===== config.mk =====
export PLATFORM = sky130hd
export DESIGN_NAME = alu_mc_flat
export DESIGN_NICKNAME = d
export VERILOG_FILES = /design/src/rtl/alu_mc_pkg.sv /design/src/rtl/alu_mc_if.sv /design/src/rtl/alu_mc_iter_core.sv /design/src/rtl/alu_mc.sv /design/src/flat_wrapper.sv
export SDC_FILE = /design/constraint.sdc
export NUM_CORES = 1
export LEC_CHECK = 0
export ABC_AREA = 1
export BUFFER_PORTS_ARGS = -buffer_cell sky130_fd_sc_hd__buf_2
export CORE_MARGIN = 4
export CORE_UTILIZATION = 27
export CTS_CLUSTER_SIZE = 20
export DETAILED_ROUTE_END_ITERATION = 7
export GPL_TIMING_DRIVEN = 0
export SYNTH_ARGS = -nofsm -noshare
export SYNTH_HDL_FRONTEND = slang
export SYNTH_HIERARCHICAL = 1
export SYNTH_SLANG_ARGS = --single-unit

===== constraint.sdc =====
create_clock -name clk -period 6.5 [get_ports clk]
set_input_delay 1.3 -clock clk [delete_from_list [all_inputs] [get_ports clk]]
set_output_delay 1.3 -clock clk [all_outputs]
set_load 0.1 [all_outputs]

===== src/rtl/alu_mc_pkg.sv =====
// alu_pkg: ALU control codes and FSM state type shared by alu_mc and its bench
package alu_pkg;
  localparam logic [2:0] ALU_AND  = 3'b000;
  localparam logic [2:0] ALU_OR   = 3'b001;
  localparam logic [2:0] ALU_ADD  = 3'b010;
  localparam logic [2:0] ALU_NOR  = 3'b011;
  localparam logic [2:0] ALU_MUL  = 3'b100;
  localparam logic [2:0] ALU_DIVU = 3'b101;
  localparam logic [2:0] ALU_SUB  = 3'b110;
  localparam logic [2:0] ALU_SLT  = 3'b111;
  typedef enum logic [1:0] {IDLE, BUSY, DONE} alu_state_t;
endpackage


===== src/rtl/alu_mc_if.sv =====
// alu_mc_if: request/response valid-ready bundle between datapath controller and alu_mc
interface alu_mc_if #(parameter int WIDTH = 32);
  logic in_valid, in_ready, out_valid, out_ready, zout, vout, nout;
  logic [WIDTH-1:0] a, b, result, result_hi;
  logic [2:0] gin;
  modport master(output in_valid, a, b, gin, out_ready,
                 input in_ready, out_valid, result, result_hi, zout, vout, nout);
  modport slave(input in_valid, a, b, gin, out_ready,
                output in_ready, out_valid, result, result_hi, zout, vout, nout);
endinterface


===== src/rtl/alu_mc_iter_core.sv =====
// alu_iter_core: shift-add multiply / restoring divide datapath, one step per enabled edge
module alu_iter_core #(parameter int WIDTH = 32) (
  input  logic             clk,
  input  logic             rst_n,
  input  logic             load_i,
  input  logic             step_i,
  input  logic             div_i,
  input  logic [WIDTH-1:0] a_i,
  input  logic [WIDTH-1:0] b_i,
  output logic [WIDTH-1:0] hi_d_o,
  output logic [WIDTH-1:0] lo_d_o
);
  logic [WIDTH-1:0] hi_q, lo_q, m_q;
  logic [WIDTH:0] sum, rem_t, rem_s;
  logic ge;
  // hi/lo hold product halves for MUL and remainder/quotient for DIVU
  always_comb begin
    sum = {1'b0, hi_q} + (lo_q[0] ? {1'b0, m_q} : '0);
    rem_t = {hi_q, lo_q[WIDTH-1]};
    rem_s = rem_t - {1'b0, m_q};
    ge = rem_t >= {1'b0, m_q};
    hi_d_o = div_i ? (ge ? rem_s[WIDTH-1:0] : rem_t[WIDTH-1:0]) : sum[WIDTH:1];
    lo_d_o = div_i ? {lo_q[WIDTH-2:0], ge} : {sum[0], lo_q[WIDTH-1:1]};
  end
  always_ff @(posedge clk or negedge rst_n)
    if (!rst_n) begin
      hi_q <= '0;
      lo_q <= '0;
      m_q <= '0;
    end else if (load_i) begin
      hi_q <= '0;
      lo_q <= a_i;
      m_q <= b_i;
    end else if (step_i) begin
      hi_q <= hi_d_o;
      lo_q <= lo_d_o;
    end
endmodule


===== src/rtl/alu_mc.sv =====
// alu_mc: multi-cycle MIPS-lite ALU with iterative MUL/DIVU, flags and valid/ready handshakes
module alu_mc import alu_pkg::*; #(parameter int WIDTH = 32) (
  input logic clk,
  input logic rst_n,
  alu_mc_if.slave bus
);
  localparam int CW = $clog2(WIDTH);
  alu_state_t state_q;
  logic [CW-1:0] cnt_q;
  logic div_q, dz_q, z_q, v_q, n_q;
  logic [WIDTH-1:0] res_q, hi_q;
  logic accept, iter_op, v_add, v_sub, sc_v;
  logic [WIDTH-1:0] sum, diff, sc_res, core_hi, core_lo;
  assign bus.in_ready = state_q == IDLE || (state_q == DONE && bus.out_ready);
  assign accept = bus.in_valid && bus.in_ready;
  assign iter_op = bus.gin == ALU_MUL || bus.gin == ALU_DIVU;
  always_comb begin
    sum = bus.a + bus.b;
    diff = bus.a + ~bus.b + WIDTH'(1);
    v_add = (bus.a[WIDTH-1] == bus.b[WIDTH-1]) && (sum[WIDTH-1] != bus.a[WIDTH-1]);
    v_sub = (bus.a[WIDTH-1] != bus.b[WIDTH-1]) && (diff[WIDTH-1] != bus.a[WIDTH-1]);
    sc_res = bus.gin == ALU_AND ? bus.a & bus.b :
             bus.gin == ALU_OR  ? bus.a | bus.b :
             bus.gin == ALU_ADD ? sum :
             bus.gin == ALU_NOR ? ~(bus.a | bus.b) :
             bus.gin == ALU_SUB ? diff :
             {{(WIDTH-1){1'b0}}, diff[WIDTH-1] ^ v_sub};
    sc_v = bus.gin == ALU_ADD ? v_add : bus.gin == ALU_SUB ? v_sub : 1'b0;
  end
  alu_iter_core #(.WIDTH(WIDTH)) u_core (
    .clk(clk), .rst_n(rst_n), .load_i(accept && iter_op), .step_i(state_q == BUSY),
    .div_i(div_q), .a_i(bus.a), .b_i(bus.b), .hi_d_o(core_hi), .lo_d_o(core_lo)
  );
  always_ff @(posedge clk or negedge rst_n)
    if (!rst_n) begin
      state_q <= IDLE;
      cnt_q <= '0;
      div_q <= 1'b0;
      dz_q <= 1'b0;
      res_q <= '0;
      hi_q <= '0;
      z_q <= 1'b0;
      v_q <= 1'b0;
      n_q <= 1'b0;
    end else if (accept && iter_op) begin
      state_q <= BUSY;
      cnt_q <= CW'(WIDTH - 1);
      div_q <= bus.gin == ALU_DIVU;
      dz_q <= bus.b == '0;
    end else if (accept) begin
      state_q <= DONE;
      res_q <= sc_res;
      hi_q <= '0;
      z_q <= ~|sc_res;
      v_q <= sc_v;
      n_q <= sc_res[WIDTH-1];
    end else if (state_q == BUSY) begin
      if (cnt_q == '0) begin
        state_q <= DONE;
        res_q <= core_lo;
        hi_q <= core_hi;
        z_q <= ~|core_lo;
        v_q <= div_q ? dz_q : |core_hi;
        n_q <= core_lo[WIDTH-1];
      end else cnt_q <= cnt_q - CW'(1);
    end else if (state_q == DONE && bus.out_ready) state_q <= IDLE;
  assign bus.out_valid = state_q == DONE;
  assign bus.result = res_q;
  assign bus.result_hi = hi_q;
  assign bus.zout = z_q;
  assign bus.vout = v_q;
  assign bus.nout = n_q;
endmodule


===== src/flat_wrapper.sv =====
// flat-port wrapper written by rule: the top's interface ports become plain ports
module alu_mc_flat import alu_pkg::*;
#(parameter int WIDTH = 32)
  (clk, rst_n, bus_in_valid, bus_a, bus_b, bus_gin, bus_out_ready, bus_in_ready, bus_out_valid, bus_result, bus_result_hi, bus_zout, bus_vout, bus_nout);
  alu_mc_if #(.WIDTH(WIDTH)) bus_i ();
  input logic clk;
  input logic rst_n;
  input wire logic [$bits(bus_i.in_valid)-1:0] bus_in_valid;
  input wire logic [$bits(bus_i.a)-1:0] bus_a;
  input wire logic [$bits(bus_i.b)-1:0] bus_b;
  input wire logic [$bits(bus_i.gin)-1:0] bus_gin;
  input wire logic [$bits(bus_i.out_ready)-1:0] bus_out_ready;
  output wire logic [$bits(bus_i.in_ready)-1:0] bus_in_ready;
  output wire logic [$bits(bus_i.out_valid)-1:0] bus_out_valid;
  output wire logic [$bits(bus_i.result)-1:0] bus_result;
  output wire logic [$bits(bus_i.result_hi)-1:0] bus_result_hi;
  output wire logic [$bits(bus_i.zout)-1:0] bus_zout;
  output wire logic [$bits(bus_i.vout)-1:0] bus_vout;
  output wire logic [$bits(bus_i.nout)-1:0] bus_nout;
  assign bus_i.in_valid = bus_in_valid;
  assign bus_i.a = bus_a;
  assign bus_i.b = bus_b;
  assign bus_i.gin = bus_gin;
  assign bus_i.out_ready = bus_out_ready;
  assign bus_in_ready = bus_i.in_ready;
  assign bus_out_valid = bus_i.out_valid;
  assign bus_result = bus_i.result;
  assign bus_result_hi = bus_i.result_hi;
  assign bus_zout = bus_i.zout;
  assign bus_vout = bus_i.vout;
  assign bus_nout = bus_i.nout;
  alu_mc #(.WIDTH(WIDTH)) u_core (.clk(clk), .rst_n(rst_n), .bus(bus_i));
endmodule

==> results of run 1 <==
[worst reg2reg max path: cells and delay by family (launching register included)]
| family | cells | cell delay (ns) |
|---|---|---|
| buffers and inverters | 3 | 0.87 |
| and+or+nand+nor | 15 | 2.63 |
| AOI/OAI and AO/OA | 3 | 0.40 |
| adders and majority gates | 2 | 0.66 |
| DFF | 1 | 0.32 |
[per-stage QoR]
step	worst slack [ns]	power, mW	cells	hold slack [ns]	instance area [sq um]
after detailed placement	0.9831	9.868	4529	0.4663	21990
after floorplan	2.328	7.592	3430	0.4515	20060
after global placement	0.9408	9.838	4528	0.4628	21950
final	1.402	11.04	4564	0.4782	22590
after CTS	1.439	10.96	4561	0.4863	22580
after global routing	0.9620	11.89	4563	0.4979	22590
[Yosys cell counts (18+ instances only)]
library cell	number
nand3_1	268
nand4_1	90
nor3_1	26
o21ai_0	185
nor4_1	26
or2_2	30
inv_1	550
buf_2	33
dfrtp_1	171
ha_1	161
o211ai_1	34
a21oi_1	149
clkbuf_1	44
nand2_1	1174
buf_4	21
nor2_2	18
nor2_1	275
[flip-flops by register name, summed over array words and instances (netlist names)]
name and flops:
u_core/u_core/hi_q 32, u_core/bus.result_hi 32, u_core/dz_q 1, u_core/bus.result 31, u_core/state_q 2, u_core/bus.nout 1, u_core/u_core/m_q 32, u_core/div_q 1
u_core/u_core/lo_q 32, u_core/bus.vout 1, u_core/bus.zout 1, u_core/cnt_q 5
[final cells by class]
type | instances | area [sq um] | area share (%)
multi-input cells | 2575 | 13030 | 57.66
flip-flops and latches | 171 | 4279 | 18.94
inverters | 569 | 2136 | 9.454
well taps | 959 | 1200 | 5.312
repair buffers | 140 | 733.2 | 3.246
plain buffers | 115 | 614.3 | 2.719
clock buffers | 18 | 429.2 | 1.900
clock inverters | 14 | 165.2 | 0.7311
diodes | 3 | 7.507 | 0.03323
[layer usage]
layer | vias to the layer above | GRT usage, % | wire (um)
met5 | - | 0 | 0
li1 | 11183 | - | -
met2 | 828 | 36.60 | 40200
met3 | 141 | 2.330 | 5711
met1 | 10273 | 28.14 | 37350
met4 | 0 | 7.549 | 3274
[path summary, 6_finish.rpt]
check | startpoint | end | slack [ns] | depth (start not counted)
max reg2reg | u_core/u_core/lo_q[0] | u_core/bus.vout | 1.50 | 23
max in group asynchronous | rst_n | u_core/u_core/lo_q[10] | 4.76 | 2
min | u_core/bus.result_hi[8] | u_core/bus.result_hi[8] | 0.48 | 2
max | bus_b[20] | u_core/bus.zout | 1.40 | 30
min in group asynchronous | rst_n | u_core/bus.result_hi[15] | 0.81 | 1
min reg2reg | u_core/bus.result_hi[8] | u_core/bus.result_hi[8] | 0.48 | 2
[cell families after synthesis]
kind of cell | Yosys count | synth area share [%]
adder cells (fa/ha/maj) | 166 | 10.54
AO/OA/AOI/OAI | 409 | 10.99
multiplexers | 1 | 0.05614
XOR/XNOR | 18 | 0.7861
flip-flops | 171 | 21.34
AND/OR/NAND/NOR | 1981 | 42.57
buffers and inverters | 684 | 13.71
[where the power goes]
group	internal (mW)	leakage (nW)	total [mW]	switching, mW
logic	2.12	9.95	7.99	5.87
registers	1.55	2.13	1.98	0.435
clock network	0.522	0.291	1.07	0.546
total	4.19	12.4	11.0	6.85
==> flow_summary.json, run 1 <==
{
  "status": "finished clean",
  "ctsResizeCount": 0,
  "viasPerCell": 4.913,
  "final_cell_mix": "nand2_1 (1,174), inv_1 (550), nor2_1 (275), nand3_1 (268), o21ai_0 (185)",
  "antenna_found_initial": 3,
  "drive_gt1_share_pct": 9.439,
  "grt_overflow": 0,
  "critPathBufInv": 3,
  "ys_seq_area_share_pct": 21.34,
  "cts_buffers": 17,
  "pin_count": 140,
  "final.setup.tns_ns": 0,
  "grt_max_degree": 98,
  "hp-class": "flop to flop",
  "netlist_instances": 3430,
  "period_share_pct": 78.44,
  "endpoint_kind": "flop",
  "clk_latency_ns": 0.46,
  "core_sq_um": 73330,
  "final_util_pct": 30.81,
  "syn_nets": 3667,
  "finalHoldViolCount": 0,
  "clock_skew_ns": 0.01989,
  "criticalPathCategory": "primary input to flop",
  "critPathRequiredTime_ns": 6.89,
  "wire_per_inst_um": 18.96,
  "final_common_cell": "nand2_1",
  "synth_area_leaders": "nand2_1 (22%), dfrtp_1 (21%), inv_1 (10%)",
  "max_stage_delay_ns": 0.45,
  "cp_top_family": "simple AND/OR/NAND/NOR gates",
  "synth.avg_cell_area_sq_um": 5.847,
  "n_fill_cell": 8448,
  "first_iter_violations": 1743,
  "dr.pass1.iters": 6,
  "clockBufferDepth": 2,
  "ant_nets": 0,
  "rsz0062_at_grt": "no",
  "ir_drop_v": 0.0002132,
  "drv_cap": 0,
  "crit_path_frequent_cell": "nand2_1",
  "place_congestion": 0.9987,
  "via_count": 22425,
  "die_area_sq_um": 78700,
  "hold_buffers": 0,
  "slew_headroom_pct": 28.28,
  "clk_pin_slew_ns": 0.07,
  "synth.top_cell.area_share_pct": 21.97,
  "routed_wl_um": 86540,
  "num_rows": 99,
  "ys_ff_latch": 171,
  "slowest_stage": "fa_1",
  "cp.arrival_ns": 5.49,
  "worstPathMaxFanout": 10,
  "async_reset_ff_share_pct": 100.0,
  "yosysWarningCount": 6,
  "num-nets-final": 3826,
  "area_delta_synth_final_pct": 12.64,
  "max_freq_ghz": 0.1961,
  "start_kind": "primary input",
  "power.density_nw_per_um2": 488.6,
  "htreeDepth": 4,
  "dpl.hpwl_um": 73770,
  "tightest_slew_ns": 1.072,
  "synth_cell_type_count": 52,
  "synth_edf_count": 0,
  "syn-cell-area_sq_um": 20060,
  "clock_sinks": 171,
  "cts_setup_buffers": 0,
  "port_buffers": 139,
  "synthFlopType": "dfrtp_1",
  "drc_errors": 0,
  "synth_top_area_cell": "nand2_1",
  "finalCriticalPeriod_ns": 5.098,
  "cts_tree": "built",
  "grtUsageTotal_pct": 21.44,
  "root_buffer": "clkbuf_16",
  "grt_pass1_wl_um": 127700,
  "die_y_um": 280.5,
  "finalMaxSlewViolations": 0,
  "grt_pass1_vias": 21094,
  "die_x_um": 280.5,
  "leakage_nw": 12.37,
  "start_util_pct": 27.35,
  "finalSetupViolations": 0
}
Power figures use the tool's default switching activity.
==> run 2, diff against run 1 <==
clock period = 5 ns   (was 6.5 ns; I/O delays follow)
==> run 2 against run 1 <==
  * Largest cell class unchanged
  * Final area is essentially flat
  * Combinational power grew 30%
  * Core utilization is essentially flat
  * Via count shrank 0.13%
  * Clock skew grew 0.0011 ns
  * Sequential cell count is the same
  * Sequential share of layout area is essentially flat
  * Critical path depth shrank 7
  * First-iteration DRC count grew 2.9%
  * Global-route usage is the same
  * Highest routed layer unchanged
==> flow_summary.json, run 2 (synthesized netlist as in run 1, its figures left out) <==
{
  "period_share_pct": 94.58,
  "drv_cap": 0,
  "multiInputGateArea_sq_um": 13040,
  "die_x_um": 280.5,
  "grtUsageTotal_pct": 21.44,
  "worstPathMaxFanout": 10,
  "core_sq_um": 73330,
  "start_util_pct": 27.35,
  "internal_power_mw": 5.445,
  "power.density_nw_per_um2": 635.0,
  "antenna_found_initial": 3,
  "clock_skew_ns": 0.02103,
  "finalMaxSlewViolations": 0,
  "hp-class": "flop to flop",
  "power.switching_mw": 8.908,
  "regToRegStartpoint": "u_core/u_core/lo_q[0]",
  "wire_per_inst_um": 18.99,
  "power.share.clock_pct": 9.7,
  "final_util_pct": 30.82,
  "criticalPathCategory": "flop to flop",
  "slew_headroom_pct": 27.15,
  "port_buffers": 139,
  "num-nets-final": 3825,
  "drive_gt1_share_pct": 9.581,
  "clockBufferDepth": 2,
  "finalSetupViolations": 0,
  "regArea_sq_um": 4279,
  "die_area_sq_um": 78700,
  "reg2reg_to": "u_core/bus.vout",
  "critPathRequiredTime_ns": 5.31,
  "max_freq_ghz": 0.2115,
  "dr.pass1.iters": 6,
  "n_fill_cell": 8451,
  "die_y_um": 280.5,
  "drc_errors": 0,
  "num_rows": 99,
  "rsz0062_at_grt": "no",
  "final_common_cell": "nand2_1",
  "routed_wl_um": 86660,
  "ctsResizeCount": 0,
  "tightest_slew_ns": 1.089,
  "endpoint_kind": "flop",
  "finalCriticalPeriod_ns": 4.729,
  "place_congestion": 0.9987,
  "status": "finished clean",
  "clock_sinks": 171,
  "leakage_nw": 12.37,
  "via_count": 22395,
  "dpl.hpwl_um": 73770,
  "first_iter_violations": 1794,
  "cp.arrival_ns": 5.04,
  "grt_max_degree": 98,
  "cts_buffers": 17,
  "clk_latency_ns": 0.46,
  "start_kind": "flop",
  "p_seq_share_pct": 18.0,
  "p_comb_share_pct": 72.3,
  "cts_tree": "built",
  "grt_pass1_wl_um": 127700,
  "htreeDepth": 4,
  "final_cell_mix": "nand2_1 (1,174), inv_1 (550), nor2_1 (271), nand3_1 (268), o21ai_0 (185)",
  "crit_start": "u_core/u_core/lo_q[0]",
  "area_delta_synth_final_pct": 12.70,
  "grt_overflow": 0,
  "ant_nets": 0,
  "grt_pass1_vias": 21094,
  "p_total_mw": 14.35,
  "clk_pin_slew_ns": 0.07,
  "cts_setup_buffers": 0,
  "ir_drop_v": 0.0002742,
  "pin_count": 140,
  "viasPerCell": 4.908,
  "reg2reg_slack_ns": 0.27,
  "stdcell_count": 4563,
  "placed_cells": 4529,
  "reg2reg_depth": 23,
  "switching_share_pct": 62.06,
  "hold_buffers": 0,
  "root_buffer": "clkbuf_16",
  "critPathCapture": "u_core/bus.vout",
  "finalHoldViolCount": 0
}
==> run 2: per-layer routing <==
layer | vias up | GRT usage [%] | part of all wire (%)
met3 | 132 | 2.330 | 6.5
met4 | 0 | 7.549 | 3.7
met2 | 818 | 36.60 | 46
li1 | 11181 | - | -
met1 | 10264 | 28.14 | 43
met5 | - | 0 | 0
==> run 2: worst max-delay path, stage by stage (launching register included) <==
cell and delay (ns):
dfrtp_1 0.49, clkbuf_2 0.26, nand2_1 0.10, inv_1 0.04
ha_1 0.26, fa_1 0.53, nand2_1 0.10, nand3_1 0.10
and2_1 0.21, nand2_1 0.07, nand2_1 0.09, nand2_1 0.09
nand2_1 0.15, nand3_1 0.16, nand2_1 0.06, nand2_1 0.05
nand3_1 0.12, and2_1 0.23, nor4_1 0.45, nand4_1 0.28
nor2_1 0.35, o21ai_0 0.15, a21oi_1 0.16, o21ai_0 0.09
==> run 2: worst min-delay path by stage <==
stage                                        start                  endpoint  slack (ns)  cells past startpoint
final                      u_core/bus.result_hi[8]   u_core/bus.result_hi[8]        0.48                      2
after CTS                  u_core/bus.result_hi[8]   u_core/bus.result_hi[8]        0.49                      2
after global routing      u_core/bus.result_hi[24]  u_core/bus.result_hi[24]        0.50                      2
after global placement        u_core/bus.result[5]      u_core/bus.result[5]        0.46                      2
after detailed placement     u_core/bus.result[22]     u_core/bus.result[22]        0.47                      2
after floorplan                        u_core/dz_q               u_core/dz_q        0.45                      2
==> run 2: layout make-up <==
class | count | area share (%)
timing repair buffer | 140 | 3.244
antenna | 3 | 0.03321
tap | 959 | 5.309
sequential | 171 | 18.93
inverter | 569 | 9.449
multi-input combinational | 2575 | 57.70
buffer | 114 | 2.707
clock inverter | 14 | 0.7307
clock buffer | 18 | 1.899
==> run 2: metrics by stage <==
step	hold slack, ns	setup WS [ns]	TNS (ns)	area, sq um
floorplan	0.4515	0.8283	0	20060
global placement	0.4628	-0.2592	-0.2592	21950
detailed placement	0.4663	-0.2169	-0.2169	21990
CTS	0.4863	0.03463	0	22580
global route	0.4979	0.007819	0	22600
finish	0.4782	0.2709	0	22600
==> run 2: power by group through the flow <==
stage               clock network (mW)  logic [mW]  registers, mW
floorplan                            0        5.91           3.96
global placement                     0        10.2           2.57
detailed placement                   0        10.3           2.58
CTS                               1.40        10.3           2.55
global route                      1.46        11.3           2.65
finish                            1.39        10.4           2.59
